**config.mk**
```make
export PLATFORM = sky130hd
export DESIGN_NAME = sipo_rx_flat
export DESIGN_NICKNAME = d
export VERILOG_FILES = /design/src/rtl/sipo_rx_if.sv /design/src/rtl/sipo_rx.sv /design/src/flat_wrapper.sv
export SDC_FILE = /design/constraint.sdc
export NUM_CORES = 1
export LEC_CHECK = 0
export ABC_CLOCK_PERIOD_IN_PS = 1600
export CAP_MARGIN = 10
export CELL_PAD_IN_SITES_DETAIL_PLACEMENT = 1
export CELL_PAD_IN_SITES_GLOBAL_PLACEMENT = 2
export CORE_ASPECT_RATIO = 1.2
export CORE_MARGIN = 4
export CORE_UTILIZATION = 30
export CTS_BUF_LIST = sky130_fd_sc_hd__clkbuf_16
export CTS_CLUSTER_SIZE = 8
export DETAILED_ROUTE_END_ITERATION = 10
export GPL_ROUTABILITY_DRIVEN = 1
export PLACE_DENSITY = 0.69
export SLEW_MARGIN = 40
export SYNTH_ARGS = -nofsm -noshare
export SYNTH_HDL_FRONTEND = slang
export SYNTH_SLANG_ARGS = --single-unit
```
**constraint.sdc**
```tcl
create_clock -name clk -period 1.6 [get_ports clk]
set_input_delay 0.16 -clock clk [delete_from_list [all_inputs] [get_ports clk]]
set_output_delay 0.16 -clock clk [all_outputs]
set_load 0.02 [all_outputs]
```
**src/rtl/sipo_rx_if.sv**
```systemverilog
// sipo_rx_if - output handshake bundle of the SIPO receiver.
//   dout  : received word (WIDTH bits), driven by the receiver
//   valid : dout holds an unconsumed word
//   ready : consumer accepts dout when high together with valid
// master = receiver side, slave = consumer side.
interface sipo_rx_if #(parameter int WIDTH = 8);
    logic [WIDTH-1:0] dout;
    logic             valid;
    logic             ready;

    modport master (output dout, output valid, input ready);
    modport slave  (input dout, input valid, output ready);
endinterface

```
**src/rtl/sipo_rx.sv**
```systemverilog
// sipo_rx - serial-in/parallel-out receiver.
// Samples a framed serial stream (frame start marked by a one-cycle start
// strobe), reassembles WIDTH-bit words and presents them through a
// single-entry valid/ready output register. A word that completes while the
// register is still full and not being drained is dropped and flagged in the
// sticky overrun bit.
//
// Optional feature macro: SIPO_RX_PARITY_EN
//   defined   : frame carries a trailing even-parity bit (FRAME_LEN=WIDTH+1);
//               a failed frame is discarded and pulses parity_err.
//   undefined : FRAME_LEN=WIDTH, parity_err tied low.
//
// Ports:
//   clk        rising-edge clock
//   rst        asynchronous active-low reset
//   start      frame strobe, high while frame bit 0 is on din
//   din        serial data
//   clr_ovr    synchronous clear of overrun (a same-edge set wins)
//   rx         output handshake (dout/valid out, ready in)
//   busy       frame reception in progress
//   overrun    sticky: a completed word was dropped
//   parity_err one-cycle pulse after a parity-failed frame
module sipo_rx #(
    parameter int WIDTH     = 8,
    parameter bit MSB_FIRST = 1'b1
) (
    input  logic      clk,
    input  logic      rst,
    input  logic      start,
    input  logic      din,
    input  logic      clr_ovr,
    sipo_rx_if.master rx,
    output logic      busy,
    output logic      overrun,
    output logic      parity_err
);

`ifdef SIPO_RX_PARITY_EN
    localparam int FRAME_LEN = WIDTH + 1;
`else
    localparam int FRAME_LEN = WIDTH;
`endif
    localparam int            CW   = $clog2(FRAME_LEN);
    localparam logic [CW-1:0] LAST = CW'(FRAME_LEN - 1);

    typedef enum logic {IDLE, SHIFT} state_t;

    state_t           state, state_nxt;
    logic [CW-1:0]    cnt, cnt_nxt;
    logic [WIDTH-1:0] sr, shifted, word;
    logic             done, word_ok;

    // State register
    always_ff @(posedge clk or negedge rst) begin
        if (!rst) begin
            state <= IDLE;
            cnt   <= '0;
        end else begin
            state <= state_nxt;
            cnt   <= cnt_nxt;
        end
    end

    // Next state; a start strobe in SHIFT silently restarts the frame
    always_comb begin
        state_nxt = state;
        cnt_nxt   = cnt;
        done      = 1'b0;
        case (state)
            IDLE: begin
                if (start) begin
                    state_nxt = SHIFT;
                    cnt_nxt   = CW'(1);
                end
            end
            SHIFT: begin
                if (start) begin
                    cnt_nxt = CW'(1);
                end else if (cnt == LAST) begin
                    done      = 1'b1;
                    state_nxt = IDLE;
                    cnt_nxt   = '0;
                end else begin
                    cnt_nxt = cnt + CW'(1);
                end
            end
            default: state_nxt = IDLE;
        endcase
    end

    assign busy = (state == SHIFT);

    // New bits always enter at the end opposite the first-received bit, so
    // after WIDTH data bits the first one sits at its final position.
    assign shifted = MSB_FIRST ? {sr[WIDTH-2:0], din} : {din, sr[WIDTH-1:1]};

`ifdef SIPO_RX_PARITY_EN
    // Completing edge samples the parity bit: data is already complete in sr.
    assign word    = sr;
    assign word_ok = ~(^sr ^ din);
`else
    // Completing edge samples the last data bit: word is the shifted value.
    assign word    = shifted;
    assign word_ok = 1'b1;
`endif

    // Datapath and output register
    always_ff @(posedge clk or negedge rst) begin
        if (!rst) begin
            sr       <= '0;
            rx.dout  <= '0;
            rx.valid <= 1'b0;
            overrun  <= 1'b0;
        end else begin
            if (start || state == SHIFT)
                sr <= shifted;

            // A completing word may replace one being consumed on this edge
            if (done && word_ok && (!rx.valid || rx.ready)) begin
                rx.dout  <= word;
                rx.valid <= 1'b1;
            end else if (rx.valid && rx.ready) begin
                rx.valid <= 1'b0;
            end

            if (done && word_ok && rx.valid && !rx.ready)
                overrun <= 1'b1;
            else if (clr_ovr)
                overrun <= 1'b0;
        end
    end

`ifdef SIPO_RX_PARITY_EN
    always_ff @(posedge clk or negedge rst) begin
        if (!rst) parity_err <= 1'b0;
        else      parity_err <= done && !word_ok;
    end
`else
    assign parity_err = 1'b0;
`endif

endmodule

```
**src/flat_wrapper.sv**
```systemverilog
// flat-port wrapper written by rule: the top's interface ports become plain ports
module sipo_rx_flat 
#(
    parameter int WIDTH     = 8,
    parameter bit MSB_FIRST = 1'b1
)
  (clk, rst, start, din, clr_ovr, busy, overrun, parity_err, rx_dout, rx_valid, rx_ready);
  sipo_rx_if #(.WIDTH(WIDTH)) rx_i ();
  input  logic clk;
  input  logic rst;
  input  logic start;
  input  logic din;
  input  logic clr_ovr;
  output logic busy;
  output logic overrun;
  output logic parity_err;
  output wire logic [$bits(rx_i.dout)-1:0] rx_dout;
  output wire logic [$bits(rx_i.valid)-1:0] rx_valid;
  input wire logic [$bits(rx_i.ready)-1:0] rx_ready;
  assign rx_dout = rx_i.dout;
  assign rx_valid = rx_i.valid;
  assign rx_i.ready = rx_ready;
  sipo_rx #(.WIDTH(WIDTH), .MSB_FIRST(MSB_FIRST)) u_core (.clk(clk), .rst(rst), .start(start), .din(din), .clr_ovr(clr_ovr), .rx(rx_i), .busy(busy), .overrun(overrun), .parity_err(parity_err));
endmodule
```
# After elaboration in Yosys (flattened, before gate mapping)
# Cells that the tools add are included.
# word_totals
out_inout_bits,12
in_bits,6
regBits,21
word_cells,35
# op_classes
bitwise,1
mux,15
n_eq_ne,2
addsub,1
reduce_logical,10
# ops
cell,count
2-to-1 mux 1 bit,10
2-to-1 mux 3 bit,3
case mux 3 bit (2 select lines),1
logical AND 1 bit,4
nonzero test 2 bit,2
adder 3 x 1 -> 3 bit (second input constant),1
equality test 3 bit (second input constant),1
zero test 1 bit,2
logical OR 1 bit,2
inequality test 2 bit (second input constant),1
case mux 1 bit (2 select lines),1
inverter 1 bit,1

# Logic depth before layout (Yosys ltp)
# logic_depth
word_depth,7
ltp_mapped,6
ltp_nobuf,5

# Worst setup path after synthesis
# Ideal clock, no wire load.
# synth_timing
kind,reg-to-reg
startpoint,reg u_core.cnt[0]
endpoint,reg u_core.rx.dout[0]
synth_period_minus_slack_ns,1.473
stages_incl_launch_ff,7
arrival_time_ns,1.348
n_path_buf,1
setup_ns,0.125
slack_ns,0.127
required_ns,1.475
cell_sequence,dfrtp_1 ha_1 ha_1 nand3b_2 nor2b_2 buf_6 mux2_4
# synth_via
elab_chain_len,5
# synth_rtl
item,line_no,source
start: declaration,sipo_rx.sv:49,"logic [CW-1:0] cnt, cnt_nxt;"
start signal: assignment,sipo_rx.sv:60,cnt <= cnt_nxt;
equality test 3 bit,sipo_rx.sv:79,end else if (cnt == LAST) begin
2-to-1 mux 1 bit,sipo_rx.sv:79,
2-to-1 mux 1 bit,sipo_rx.sv:77,if (start) begin
2-to-1 mux 1 bit,sipo_rx.sv:69,case (state)
logical AND 1 bit,sipo_rx.sv:119,if (done && word_ok && (!rx.valid || rx.ready)) begin
end signal: assignment,sipo_rx.sv:120,rx.dout <= word;
end: declaration,sipo_rx_if.sv:11,"modport master (output dout, output valid, input ready);"
# Every way passes these cells.
# A chain may end at the register's enable or synchronous reset.

# Worst setup path after layout
# layout_timing
startpoint,reg u_core.cnt[0]
endpoint,reg u_core.rx.dout[3]
# The elaborated chain is that of the path after synthesis.

==> run summary <==
Post-synth ARST share = 1.00
CP startpoint = u_core.cnt[0]
DR vias/cell = 4.50
num rows = 21
Worst Hold Class = in -> async
distinct cell type count after synthesis = 20
GPL Wtd Cong = 0.683
overall routed net length = 1470 um
maximum clock frequency = 653 MHz
Mean Syn Cell Area = 15.1 um2
area grow syn2layout = 38.7%
Synth area leader = dfrtp_1
PwrDens = 1520 nW/um2
post-route minimum period = 1.53 ns
crit-path cells = ha_1, ha_2, nand3b_2, nor2b_4, buf_12, mux2_4
die area = 3850 um2
Top Metal Used = met4
critical path fanouts, max = 8
flop2flop setup slack = 0.07 ns
Worst Setup Path Type = reg -> reg
DRT iter0 DRCs = 0
total core area = 2790 um2
vias in the first global route = 584
number of setup violations in the final report = 0
Tot Pwr = 1.85 mW
total CTS buffers = 3
Yosys reg bits = 21
Initial Util = 0.314
cell area after synthesis = 876 um2
total global-route track usage = 0.0865
DP Wirelength = 1050 um
final worst-path cycle share = 0.957
Post-Synthesis Cells = 58
worst slack on hold paths = 0.245 ns
Routed WL per cell = 12.6 um
first-pass GRT wire length = 2580 um
Static Leakage = 0.557 nW
Setup Skew = 0.00195 ns
final slew viol count = 0
Worst setup SP type = flip-flop
EDFF count, synth = 0
endpoints failing hold = 0
sequential-to-total area share from yosys stat = 0.600
Critical Path Sink Type = flip-flop
chip width = 57.3 um
met1 WL = 672 um
critical path's largest stage delay = 0.35 ns
H-tree Lvls = 1
Crit Reg-Reg Endpoint = u_core.rx.dout[3]
Critical-path top delay cell = dfrtp_1
grt total ovfl = 0
initial antenna violation count = 0
routed wl met2 = 713 um
clk buf depth = 2
largest cells by area after synthesis = dfrtp_1 (60%), mux2_4 (14%), mux2_2 (9.0%), ha_1 (2.9%), nand2b_1 (1.4%)
Worst R2R Path Depth = 6
worst endpoint required time = 1.73 ns
setup ws final = 0.0691 ns
RSZ-0062 raised after global routing = false
top-count cell post-synth = dfrtp_1
die height = 67.2 um
nets = 92
# fillers = 309
layout cell share with drive strength beyond 1 = 0.361
max cap viols = 0
Worst-Skew Late Latency = 0.25 ns
Sink Count = 21
Clock transition at path regs = 0.06 ns
Post-CTS Hold Buffers = 0
n_diodes = 0
DRC Markers = 0
Detail Route Antenna Nets = 0
WP data arrival = 1.66 ns
met3 wire len = 71 um
IO Port Bufs = 16
I/O pins = 18
Vias = 527
largest net degree at the start of global routing = 22
Synth Flop Type = dfrtp_1
setup TNS = 0 ns
Yosys top cell area share = 0.600
worst slack at placement = 0.0201 ns
Warnings, synthesis = 0
synth cell count leaders = dfrtp_1 (21), mux2_4 (8), mux2_2 (7)
clock root buffer = clkbuf_16
outcome = complete, no violations
DRT Pass-1 Iters = 1
Critical Path End = u_core.rx.dout[3]
CTS tree = built
net count after synthesis = 66
FF-to-FF Start = u_core.cnt[0]
utilization after layout = 0.436
worst vdd ir = 0.709 mV
[cell families after synthesis]
kind of cell	share of synthesized area
fa+ha+maj	0.0286
flops	0.600
buf+inv	0.0300
simple gates	0.0743
compound gates	0.0243
other cells	0.00428
mux	0.239
[worst max-delay path: cells and delay by family, from the launching register on]
family	cells	cell delay [ns]
adders and majority gates	2	0.36
buffers and inverters	1	0.14
DFF	1	0.35
muxes	1	0.30
and+or+nand+nor	2	0.27
[power by group]
| group | total, mW | internal [mW] | leakage [nW] | switching (mW) |
|---|---|---|---|---|
| logic | 0.588 | 0.349 | 0.257 | 0.238 |
| clock network | 0.515 | 0.335 | 0.0409 | 0.180 |
| registers | 0.747 | 0.665 | 0.260 | 0.0819 |
[per-stage QoR]
| step | std cells | cell area [um2] |
|---|---|---|
| 6_report | 117 | 1210 |
| 5_1_grt | 117 | 1210 |
| 4_1_cts | 116 | 1200 |
| 3_5_place_dp | 112 | 1120 |
| 3_3_place_gp | 112 | 1120 |
| 2_1_floorplan | 58 | 876 |
[layout make-up]
type                    count  area (um2)  share of cell area
clock buffers               3        75.1              0.0618
clock inverters             1        5.00             0.00412
inverters                   2        7.51             0.00618
multi-input cells          33         332               0.273
flip-flops and latches     21         526               0.433
well taps                  34        42.5              0.0350
repair buffers             23         228               0.187
[per-layer routing]
layer | up-vias | GRT usage
li1 | 244 | -
met1 | 265 | 0.111
met2 | 14 | 0.141
met3 | 4 | 0.0191
met4 | 0 | 0.0348
met5 | - | 0
[what timing repair did]
action	4_1_cts	5_1_grt
setup endpoints to repair	0	9
gates resized for setup	0	3
setup buffers	0	1
[layout by cell type, fill, tap and decap left out, types with 2 or more instances in the layout]
cell type	instances
dfrtp_1	21
clkdlybuf4s50_1	15
mux2_4	8
mux2_2	7
buf_4	6
clkbuf_16	3
nand2b_1	2
inv_1	2
nand2_1	2
a21oi_1	2
[how the worst min path moves through the flow]
| stage | from | to | slack, ns | cells after the start |
|---|---|---|---|---|
| final | rst | u_core.rx.dout[2] | 0.24 | 2 |
| after global routing | rst | u_core.rx.dout[2] | 0.27 | 2 |
| after CTS | rst | u_core.rx.dout[2] | 0.26 | 2 |
| after detailed placement | u_core.sr[6] | u_core.rx.dout[7] | 0.50 | 1 |
| after global placement | u_core.sr[6] | u_core.rx.dout[7] | 0.49 | 1 |
| after floorplan | rst | u_core.busy | -0.14 | 0 |
[state kept, by name, summed over array words and instances (netlist names)]
name and flops:
u_core.rx.valid 1, u_core.rx.dout 8, u_core.overrun 1, u_core.sr 7, u_core.cnt 3, u_core.busy 1
Power figures use the tool's default switching activity.
